### src/rtl/pattern_generator_seq_ctrl.sv
// Launch sequencer for the pattern generator cfg wrapper: load seed, optional
// self-seed, seed-good check with retries, then run; registered cfg/status outputs.
module pattern_generator_seq_ctrl #(
  parameter int PattLength    = 32,
  parameter int PRBSLength    = 31,
  parameter int LoadCycles    = 4,
  parameter int SeedCycles    = 64,
  parameter int TimeoutCycles = 1024,
  parameter int GoodHold      = 4,
  parameter int MaxRetries    = 3,
  localparam int SeedLength   = (PattLength > PRBSLength) ? PattLength : PRBSLength,
  localparam int CfgBits      = SeedLength + 4
) (
  input  logic                  clk,
  input  logic                  reset,
  input  logic                  start,
  input  logic                  stop,
  input  logic                  mode_pattern,
  input  logic                  mode_self_seed,
  input  logic                  out_invert,
  input  logic [SeedLength-1:0] seed_value,
  input  logic                  prbs_seed_good,
  output logic [CfgBits-1:0]    cfg,
  output logic                  busy,
  output logic                  running,
  output logic                  error,
  output logic [1:0]            retry_count
);

  typedef enum logic [2:0] {
    S_IDLE,
    S_LOAD,
    S_SEED,
    S_CHECK,
    S_RUN,
    S_ERROR
  } state_t;

  localparam int CntMax0 = (LoadCycles > SeedCycles) ? LoadCycles : SeedCycles;
  localparam int CntMax  = (CntMax0 > TimeoutCycles) ? CntMax0 : TimeoutCycles;
  localparam int CntW    = $clog2(CntMax + 1);
  localparam int GoodW   = $clog2(GoodHold + 1);

  localparam logic [CntW-1:0]  LoadLast    = CntW'(LoadCycles - 1);
  localparam logic [CntW-1:0]  SeedLast    = CntW'(SeedCycles - 1);
  localparam logic [CntW-1:0]  TimeoutLast = CntW'(TimeoutCycles - 1);
  localparam logic [CntW-1:0]  CntSat      = CntW'(CntMax);
  localparam logic [GoodW-1:0] GoodLast    = GoodW'(GoodHold - 1);
  localparam logic [1:0]       RetryMax    = 2'(MaxRetries);

  state_t                state_q, state_d;
  logic [CntW-1:0]       cyc_q, cyc_d;
  logic [GoodW-1:0]      good_cnt_q, good_cnt_d;
  logic [1:0]            retry_q, retry_d;
  logic                  pat_q, pat_d;
  logic                  self_q, self_d;
  logic                  inv_q, inv_d;
  logic [SeedLength-1:0] seed_q, seed_d;

  logic [CfgBits-1:0]    cfg_q, cfg_d;
  logic                  busy_q, busy_d;
  logic                  running_q, running_d;
  logic                  error_q, error_d;

  logic                  self_launch;
  logic                  lost;

  assign self_launch = self_q & ~pat_q;

  always_comb begin
    state_d    = state_q;
    cyc_d      = (cyc_q == CntSat) ? cyc_q : cyc_q + CntW'(1);
    good_cnt_d = good_cnt_q;
    retry_d    = retry_q;
    pat_d      = pat_q;
    self_d     = self_q;
    inv_d      = inv_q;
    seed_d     = seed_q;
    lost       = 1'b0;

    unique case (state_q)
      S_IDLE, S_ERROR: begin
        if (start) begin
          pat_d   = mode_pattern;
          self_d  = mode_self_seed;
          inv_d   = out_invert;
          seed_d  = seed_value;
          retry_d = '0;
          state_d = S_LOAD;
        end
      end
      S_LOAD: begin
        if (cyc_q == LoadLast) begin
          state_d = self_launch ? S_SEED : S_RUN;
        end
      end
      S_SEED: begin
        if (cyc_q == SeedLast) begin
          state_d = S_CHECK;
        end
      end
      S_CHECK: begin
        // lock wins over a timeout landing on the same cycle
        if (prbs_seed_good) begin
          if (good_cnt_q == GoodLast) begin
            state_d = S_RUN;
          end else begin
            good_cnt_d = good_cnt_q + GoodW'(1);
          end
        end else begin
          good_cnt_d = '0;
        end
        if (state_d == S_CHECK && cyc_q == TimeoutLast) begin
          lost = 1'b1;
        end
      end
      S_RUN: begin
        if (self_launch) begin
          if (!prbs_seed_good) begin
            if (good_cnt_q == GoodLast) begin
              lost = 1'b1;
            end else begin
              good_cnt_d = good_cnt_q + GoodW'(1);
            end
          end else begin
            good_cnt_d = '0;
          end
        end
      end
      default: state_d = S_IDLE;
    endcase

    if (lost) begin
      if (retry_q < RetryMax) begin
        retry_d = retry_q + 2'd1;
        state_d = S_LOAD;
      end else begin
        state_d = S_ERROR;
      end
    end

    // stop overrides everything, including a start in the same cycle
    if (stop) begin
      state_d = S_IDLE;
      retry_d = retry_q;
      pat_d   = pat_q;
      self_d  = self_q;
      inv_d   = inv_q;
      seed_d  = seed_q;
    end

    if (state_d != state_q) begin
      cyc_d      = '0;
      good_cnt_d = '0;
    end
  end

  // Outputs are decoded from the current state and registered, so they trail it by one cycle.
  always_comb begin
    logic run_bit;
    logic seed_bit;
    run_bit   = (state_q == S_SEED) || (state_q == S_CHECK) || (state_q == S_RUN);
    seed_bit  = (state_q == S_SEED);
    cfg_d     = {inv_q, seed_bit, run_bit, pat_q, seed_q};
    busy_d    = (state_q == S_LOAD) || (state_q == S_SEED) || (state_q == S_CHECK);
    running_d = (state_q == S_RUN);
    error_d   = (state_q == S_ERROR);
  end

  always_ff @(posedge clk) begin
    if (reset) begin
      state_q    <= S_IDLE;
      cyc_q      <= '0;
      good_cnt_q <= '0;
      retry_q    <= '0;
      pat_q      <= 1'b0;
      self_q     <= 1'b0;
      inv_q      <= 1'b0;
      seed_q     <= '0;
      cfg_q      <= '0;
      busy_q     <= 1'b0;
      running_q  <= 1'b0;
      error_q    <= 1'b0;
    end else begin
      state_q    <= state_d;
      cyc_q      <= cyc_d;
      good_cnt_q <= good_cnt_d;
      retry_q    <= retry_d;
      pat_q      <= pat_d;
      self_q     <= self_d;
      inv_q      <= inv_d;
      seed_q     <= seed_d;
      cfg_q      <= cfg_d;
      busy_q     <= busy_d;
      running_q  <= running_d;
      error_q    <= error_d;
    end
  end

  assign cfg         = cfg_q;
  assign busy        = busy_q;
  assign running     = running_q;
  assign error       = error_q;
  assign retry_count = retry_q;

endmodule
### config.mk
export PLATFORM = sky130hd
export DESIGN_NAME = pattern_generator_seq_ctrl
export DESIGN_NICKNAME = d
export VERILOG_FILES = /design/src/rtl/pattern_generator_seq_ctrl.sv
export SDC_FILE = /design/constraint.sdc
export NUM_CORES = 1
export LEC_CHECK = 0
export BUFFER_PORTS_ARGS = -buffer_cell sky130_fd_sc_hd__buf_2
export CORE_MARGIN = 4
export CORE_UTILIZATION = 50
export CTS_CLUSTER_DIAMETER = 50
export DETAILED_ROUTE_END_ITERATION = 16
export GPL_TIMING_DRIVEN = 0
export HOLD_SLACK_MARGIN = 0.08
export PLACE_DENSITY = 0.75
export SLEW_MARGIN = 20
export SYNTH_ARGS = -nofsm -noshare
export SYNTH_HDL_FRONTEND = slang
export SYNTH_SLANG_ARGS = --single-unit
### constraint.sdc
create_clock -name clk -period 4.7 [get_ports clk]
set_input_delay 0.47 -clock clk [delete_from_list [all_inputs] [get_ports clk]]
set_output_delay 0.47 -clock clk [all_outputs]
set_load 0.02 [all_outputs]
==> results, run 1 <==
- The leakage power is 0.00179 uW.
- Buffers inserted to repair hold after CTS numbered 0.
- Summing all placed instances gives a cell area of 0.00406 mm2.
- The later pin in the worst-skew pair is clocked with a latency of around 0.36 ns.
- Using the TritonRoute via totals, the vias-per-cell ratio works out to 4.99.
- The count of pins over their slew limit came to 0.
- The number of enable-type register cells in the synthesized netlist is 0.
- VDD sags by at most between 0.2 and 0.25 mV.
- The count of input and output buffers is between 70 and 80.
- The number of buffers between clock root and the deepest sink is 2.
- The starting density of the core is around half.
- The number of routed nets with antenna violations is 0.
- At the end of routability-driven placement, the weighted congestion stood at 0.824.
- Prior to clock tree synthesis, the placed netlist has a worst setup slack of 2.33 ns.
- Sorting the synthesized cells by area gives the leading types as dfxtp_1 52%, nand2_1 9.0%, nor2b_1 6.5%.
- Along the worst path, the maximum fanout reaches 10.
- The required time at the worst-slack endpoint is 4.98 ns.
- The placed wire-length estimate is about 5600 um.
- After the first detailed-routing iteration, the DRC count stood at 93.
- The area of all placed cells without fillers is 0.00426 mm2.
- The total number of nets in the final design is 524.
- The routed length per instance is 13.1 um.
- The wire length reported by the detailed router is 7610 um.
- Clock-pin slew was measured on the worst setup and hold paths at 0.10 ns.
- Measured along the x axis, the die boundary spans 92.3 um.
- The distinct cell type count after synthesis is 49.
- For the final routed database, the setup TNS stands at 0 ns.
- The proportion of synthesized chip area in sequential cells is 52.3%.
- The initial antenna violation count is 0.
- The signal on the critical path passes through ha_1, and3b_1, a211o_1, a2111oi_0, nand3_1, buf_2, nor3_2.
- The initialized floorplan defines 30 standard-cell rows.
- The worst path meets setup with 2.29 ns of slack.
- The combined global-route utilization of all metal layers is between 10% and 20%.
- The first global-routing pass estimated between 10000 and 15000 um of wire.
- The area of the die is approximately 0.0085 mm2.
- Synthesis inferred 93 register bits.
- The via count of the first global-routing pass is 2752.
- The total area inside the core boundary comes to 0.00687 mm2.
- STA classifies the critical path endpoint as a flip-flop.
- The mean instance size in the synthesized netlist is roughly 9 um2.
- The final worst clock skew is 0.0118 ns.
- The fraction of layout instances using a drive strength above 1 is a little under a quarter.
- The data arrival time of the critical path is 2.69 ns.
- The maximum single-stage delay on the critical path is 0.46 ns.
- Summed over all instances, the cell type with the most area after synthesis is dfxtp_1.
- Synthesis produced a netlist with a net count of 436.
- Setup repair after global routing left no endpoint under its margin.
- For this run, the top clock speed supported by timing is 0.414 GHz.
- From bottom edge to top edge, the die measures 92.3 um.
- The final core utilization is roughly 62%.
- The signed area change from the synthesized netlist to the final layout is 19.8%.
- Clock tree synthesis inserted a total of 9 buffers.
- The total count of hold-check failures in the final report is 0.
- The slowest cell on the critical path is a2111oi_0.
- STA classifies the critical path startpoint as a flip-flop.
- The post-detailed-route DRC marker count is 0.
- Leaving out filler cells and counting taps, the final layout contains 580.
- Post-CTS timing repair inserted 0 buffers for setup.
- The slew at the pin closest to its max-slew limit is slightly below 0.5 ns.
- The final setup violation count is 0.
- The number of resized instances in the post-cts repair step is 0.
- Among all cell types in the netlist, the one instantiated most often is dfxtp_1.
- The kind of critical path is reg -> reg.
- The total number of yosys warnings is 0.
- The synthesized design devotes to its leading area cell type 52.3% of total area.
- The ratio of total power to cell area is 346 mW/mm2.
- The cell chosen for the clock root is clkbuf_8.
- The number of diodes added for antenna fixing is 0.
- The flow ran to the end, and the final reports show no timing, DRC or antenna violations.
- Synthesis produced slightly below 400 cells.
- The most used flip-flop cell after synthesis is dfxtp_1.
- The number of iterations in the first detailed-routing pass is 4.
- The class of the most critical hold timing path is in -> reg.
- During I/O placement, the number of pins put on the boundary was 81.
- The largest net degree at the start of global routing is 17.
- The TritonCTS clock tree is built.
- The H-tree depth is 3.
- The proportion of synthesized flip-flops having asynchronous set or reset is 0%.
- The count of maximum capacitance violations is 0.
- The number of clock sinks is 93.
- The smallest clock period supported by the final layout is computed as about 2.4 ns.
- In the finished design, the share of the clock period the worst path needs comes to 51.3%.
- The number of instances in the placed design is around 570.
- The routed layout has 2894 vias.
- The post-synth design cell area is 0.00356 mm2.
- The total grt overflow is 0.
- The count of filler cells inserted in the layout is approximately 570.
- The worst pin sits at a relative slew slack of 67.8%.
- By count the netlist is led by 93 x dfxtp_1, 85 x nand2_1, 43 x a21oi_1, 37 x nor2b_1, 19 x clkbuf_1.
==> path summary, 6_finish.rpt <==
path / to / slack (ns) / cells after the start / from
min reg2reg: seed_q[25] / 0.46 / 2 / seed_q[25]
max: cyc_q[3] / 2.29 / 7 / good_cnt_q[0]
min: seed_q[19] / 0.33 / 3 / seed_value[19]
max reg2reg: cyc_q[3] / 2.29 / 7 / good_cnt_q[0]
==> routing by layer <==
metal | GRT usage, % | vias to the layer above | part of all wire, %
met5 | 0 | - | 0
met4 | 8.79 | 0 | 2.4
met3 | 5.12 | 15 | 6.3
met2 | 29.5 | 84 | 47
met1 | 24.6 | 1312 | 45
li1 | - | 1483 | -
==> critical path: cells and delay by family (launching register included) <==
kind / cells / cell delay [ns]
fa+ha+maj: 1 / 0.25
buf+inv: 1 / 0.29
compound gates: 2 / 0.77
flops: 1 / 0.35
simple gates: 3 / 0.67
==> final cells by class <==
type / count / area, um2 / area share [%]
plain buffers: 26 / 115 / 2.70
clock buffers: 9 / 124 / 2.91
clock inverters: 6 / 73.8 / 1.73
inverters: 5 / 18.8 / 0.441
multi-input cells: 268 / 1560 / 36.7
flip-flops and latches: 93 / 1860 / 43.7
well taps: 96 / 120 / 2.82
repair buffers: 77 / 385 / 9.05
==> cells in the final DEF, fill, tap and decap left out, types with 3 or more instances in the layout <==
cell type,count
buf_2,82
nor2b_1,37
dfxtp_1,93
nor3_1,13
and3b_1,3
and3_1,3
clkbuf_8,9
nor2_1,8
ha_1,4
xnor2_1,3
inv_1,5
clkbuf_1,19
nor3_2,10
a21oi_1,43
nand2_1,85
xor2_1,7
nand2b_1,5
nand3_1,10
==> report_power, final <==
group	switching, uW	internal (uW)	leakage, uW	total [uW]
logic	70.3	43.3	0.000940	114
clock network	288	248	0.0000934	536
registers	11.7	812	0.000755	824
==> per-stage QoR <==
| step | hold WS [ns] | total power, uW |
|---|---|---|
| after floorplan | 0.432 | 913 |
| after CTS | 0.325 | 1480 |
| after global routing | 0.328 | 1540 |
| final | 0.332 | 1470 |
| after global placement | 0.437 | 952 |
| after detailed placement | 0.442 | 957 |
==> cells by family after synthesis <==
| logic type | count (synthesis) | synth area share [%] |
|---|---|---|
| and+or+nand+nor | 192 | 28.9 |
| DFF | 93 | 52.3 |
| AOI/OAI and AO/OA | 59 | 10.2 |
| buffers and inverters | 31 | 3.76 |
| xor gates and xnor gates | 10 | 2.46 |
| adders and majority gates | 4 | 1.41 |
| muxes | 3 | 0.879 |
==> sequential cells by signal, summed over array words and instances (netlist names) <==
signal / count
retry_count: 2
running: 1
pat_q: 1
good_cnt_q: 3
error: 1
cfg: 36
state_q: 3
cyc_q: 11
self_q: 1
busy: 1
seed_q: 32
inv_q: 1
Power figures use the tool's default switching activity.
==> run 2, diff against run 1 <==
- CORE_UTILIZATION: 50 -> 48
- clock period: 4.7 -> 1.95 ns (I/O delays scaled with it)
==> results, run 2 (synthesis gave the netlist of run 1 again) <==
- The starting density of the core was 49.3% (-2.5 points).
- The number of iterations in the first detailed-routing pass was 4 (unchanged).
- The number of buffers between clock root and the deepest sink is 2 (unchanged).
- The wire length reported by the detailed router is 8890 um (+17%).
- The multi-input gate area in the final layout is 0.00171 mm2 (+9.5%).
- The CTS clock-pin slew for the worst setup and hold paths is 0.10 ns (about the same).
- The relative slew slack is 63.8% (-4.0 points).
- The minimum clock period came to 2.15 ns (-0.268 ns).
- The final setup violation count is 15 (+15).
- The routed length per instance is 14.0 um (+7.0%).
- The worst setup path is of the reg -> reg kind.
- The number of clock sinks is 93 (unchanged).
- The run finished, with violations left.
- The overall die width is 94.1 um (+1.9%).
- The initial detailed-routing violation count is 159 (+71%).
- The leakage power was 0.00205 uW (+15%).
- The slew at the pin closest to its max-slew limit is 0.538 ns (+0.0548 ns).
- The tree is rooted in a clkbuf_8.
- The wire length of the first global-routing pass is 14200 um (+9.4%).
- The count of boundary I/O pins was 81 (unchanged).
- The count of pins over their slew limit is 0 (unchanged).
- The count of maximum capacitance violations is 0 (unchanged).
- The clock buffer count from CTS is 9 (unchanged).
- The via count of the first global-routing pass is 3068 (+11%).
- The post-detailed-route DRC marker count is 0 (unchanged).
- The initial antenna violation count is 0 (unchanged).
- The number of instances in the placed design is 568 (+0.53%).
- The ratio of total power to cell area is 729 mW/mm2 (+110%).
- The top fanout value on the critical path is 4 (-6).
- The H-tree depth is 3 (unchanged).
- The count of input and output buffers is 77 (unchanged).
- TritonCTS built the clock tree.
- The number of vias per cell after detailed routing is 4.97 (-0.39%).
- The routability congestion estimate came to 0.828 (+0.51%).
- The final reports fail on setup timing.
- The worst hold path belongs to the class in -> reg.
- The core footprint is 0.00721 mm2 (+5.0%).
- The minimum setup slack in the final design came to -0.196 ns (-2.48 ns).
- The top cell types in the final layout, fill and taps aside, are 87 x dfxtp_1, 85 x nand2_1, 80 x buf_2.
- The achievable frequency came to 0.466 GHz (+12%).
- The height of the chip is 94.1 um (+1.9%).
- The fraction of layout instances using a drive strength above 1 came to 29.5% (+5.7 points).
- The total vias in the final route is 3146 (+8.7%).
- The combined global-route utilization of all metal layers is 20.4% (+1.4 points).
- Leaving out fill and tap cells, the most frequent cell in the layout is dfxtp_1.
- The data arrival time of the critical path came to 2.43 ns (-0.26 ns).
- The required time at the worst-slack endpoint is 2.24 ns (-2.74 ns).
- The worst setup path is captured at a flip-flop.
- The worst setup path is launched from a flip-flop.
- The signed area change from the synthesized netlist to the final layout is 38.4%.
- The final worst clock skew is 0.0133 ns (+0.00152 ns).
- The number of flip-flops in the largest register came to 36 (unchanged).
- The overall power consumption was 3590 uW (+140%).
- The total count of hold-check failures in the final report is 0 (unchanged).
- The number of non-filler instances in the completed layout is 633 (+9.1%).
- The worst hold slack came to 0.306 ns (-0.0251 ns).
- The clock insertion delay at the later pin of the skew report is 0.36 ns (about the same).
- The instance count along the most critical hold path is 2 (-1).
- The register cell area after layout is 0.00187 mm2 (+0.67%).
- The count of filler cells inserted in the layout is 555 (-3.1%).
- The largest net degree at the start of global routing is 19 (+2).
- The area of the die is 0.00885 mm2 (+3.8%).
- The number of placement rows came to 31 (+3.3%).
- The cell count of the worst reg-to-reg path is 8 (+1).
- The share of the clock period used by the worst path came to 110% (+59 points).
- The number of routed nets with antenna violations is 0 (unchanged).
- The total number of nets in the final design was 572 (+9.2%).
- The highest ir drop seen on vdd is 0.457 mV (+120%).
- Setup repair after global routing could not meet its margin everywhere.
- The worst setup slack before clock tree synthesis was -0.273 ns (-2.60 ns).
- The total grt overflow is 0 (unchanged).
- The placed wire-length estimate came to 5620 um (+0.65%).
==> run 2: cell count changes in the layout (fill, tap and decap cells not counted), moves of 4 or more <==
cell,previous run,this run
nor3_2,10,6
dfxtp_1,93,87
dfxtp_2,0,4
dlygate4sd3_1,0,35
nor3_1,13,9
clkbuf_1,19,13
clkbuf_2,0,5
nor3_4,0,8
buf_4,1,13
==> run 2: stage by stage <==
stage               utilization (%)  area, um2  setup TNS [ns]
floorplan                         -       3600          -0.542
global route                   68.2       4920           -3.53
global placement               57.0       4110           -8.70
detailed placement             57.0       4110           -9.83
CTS                            67.1       4840           -1.77
finish                         68.3       4920           -2.53
==> run 2: path summary, 6_finish.rpt <==
path | startpoint | to | slack (ns)
min | stop | state_q[0] | 0.31
min reg2reg | seed_q[1] | seed_q[1] | 0.45
max | cyc_q[0] | cyc_q[10] | -0.20
max reg2reg | cyc_q[0] | cyc_q[10] | -0.20
==> run 2: cell type report <==
cell class | count | area share, %
Clock buffer | 9 | 2.52
Tap cell | 99 | 2.52
Buffer | 24 | 2.74
Multi-Input combinational cell | 268 | 34.7
Clock inverter | 7 | 1.30
Inverter | 5 | 0.381
Antenna cell | 1 | 0.0508
Timing Repair Buffer | 127 | 17.7
Sequential cell | 93 | 38.1
==> run 2: per-layer routing <==
metal  vias to the layer above  GRT usage (%)  part of all wire (%)
li1                       1588              -                     -
met1                      1446           23.7                    41
met2                        89           35.5                    52
met3                        23           3.85                   4.5
met4                         0           10.6                   2.8
met5                         -              0                     0
==> run 2: repair_timing <==
item	CTS	global route
gates resized for setup	23	15
pin swaps	10	3
setup buffers	11	3
cloned	1	0
setup endpoints to repair	46	46
hold endpoints to repair	34	1
hold buffers	34	1
==> run 2: power breakdown <==
group	total, uW	internal [uW]	switching, uW
Sequential	1990	1960	27.4
Clock	1220	495	730
Combinational	378	173	205
Total	3590	2630	962
==> run 2: worst max-delay path: stages (launching register included) <==
cell	delay, ns
dfxtp_4	0.37
ha_4	0.14
and4_4	0.24
nand4_4	0.08
or4_4	0.53
o211a_1	0.14
o22a_4	0.29
buf_6	0.14
nor3_2	0.13
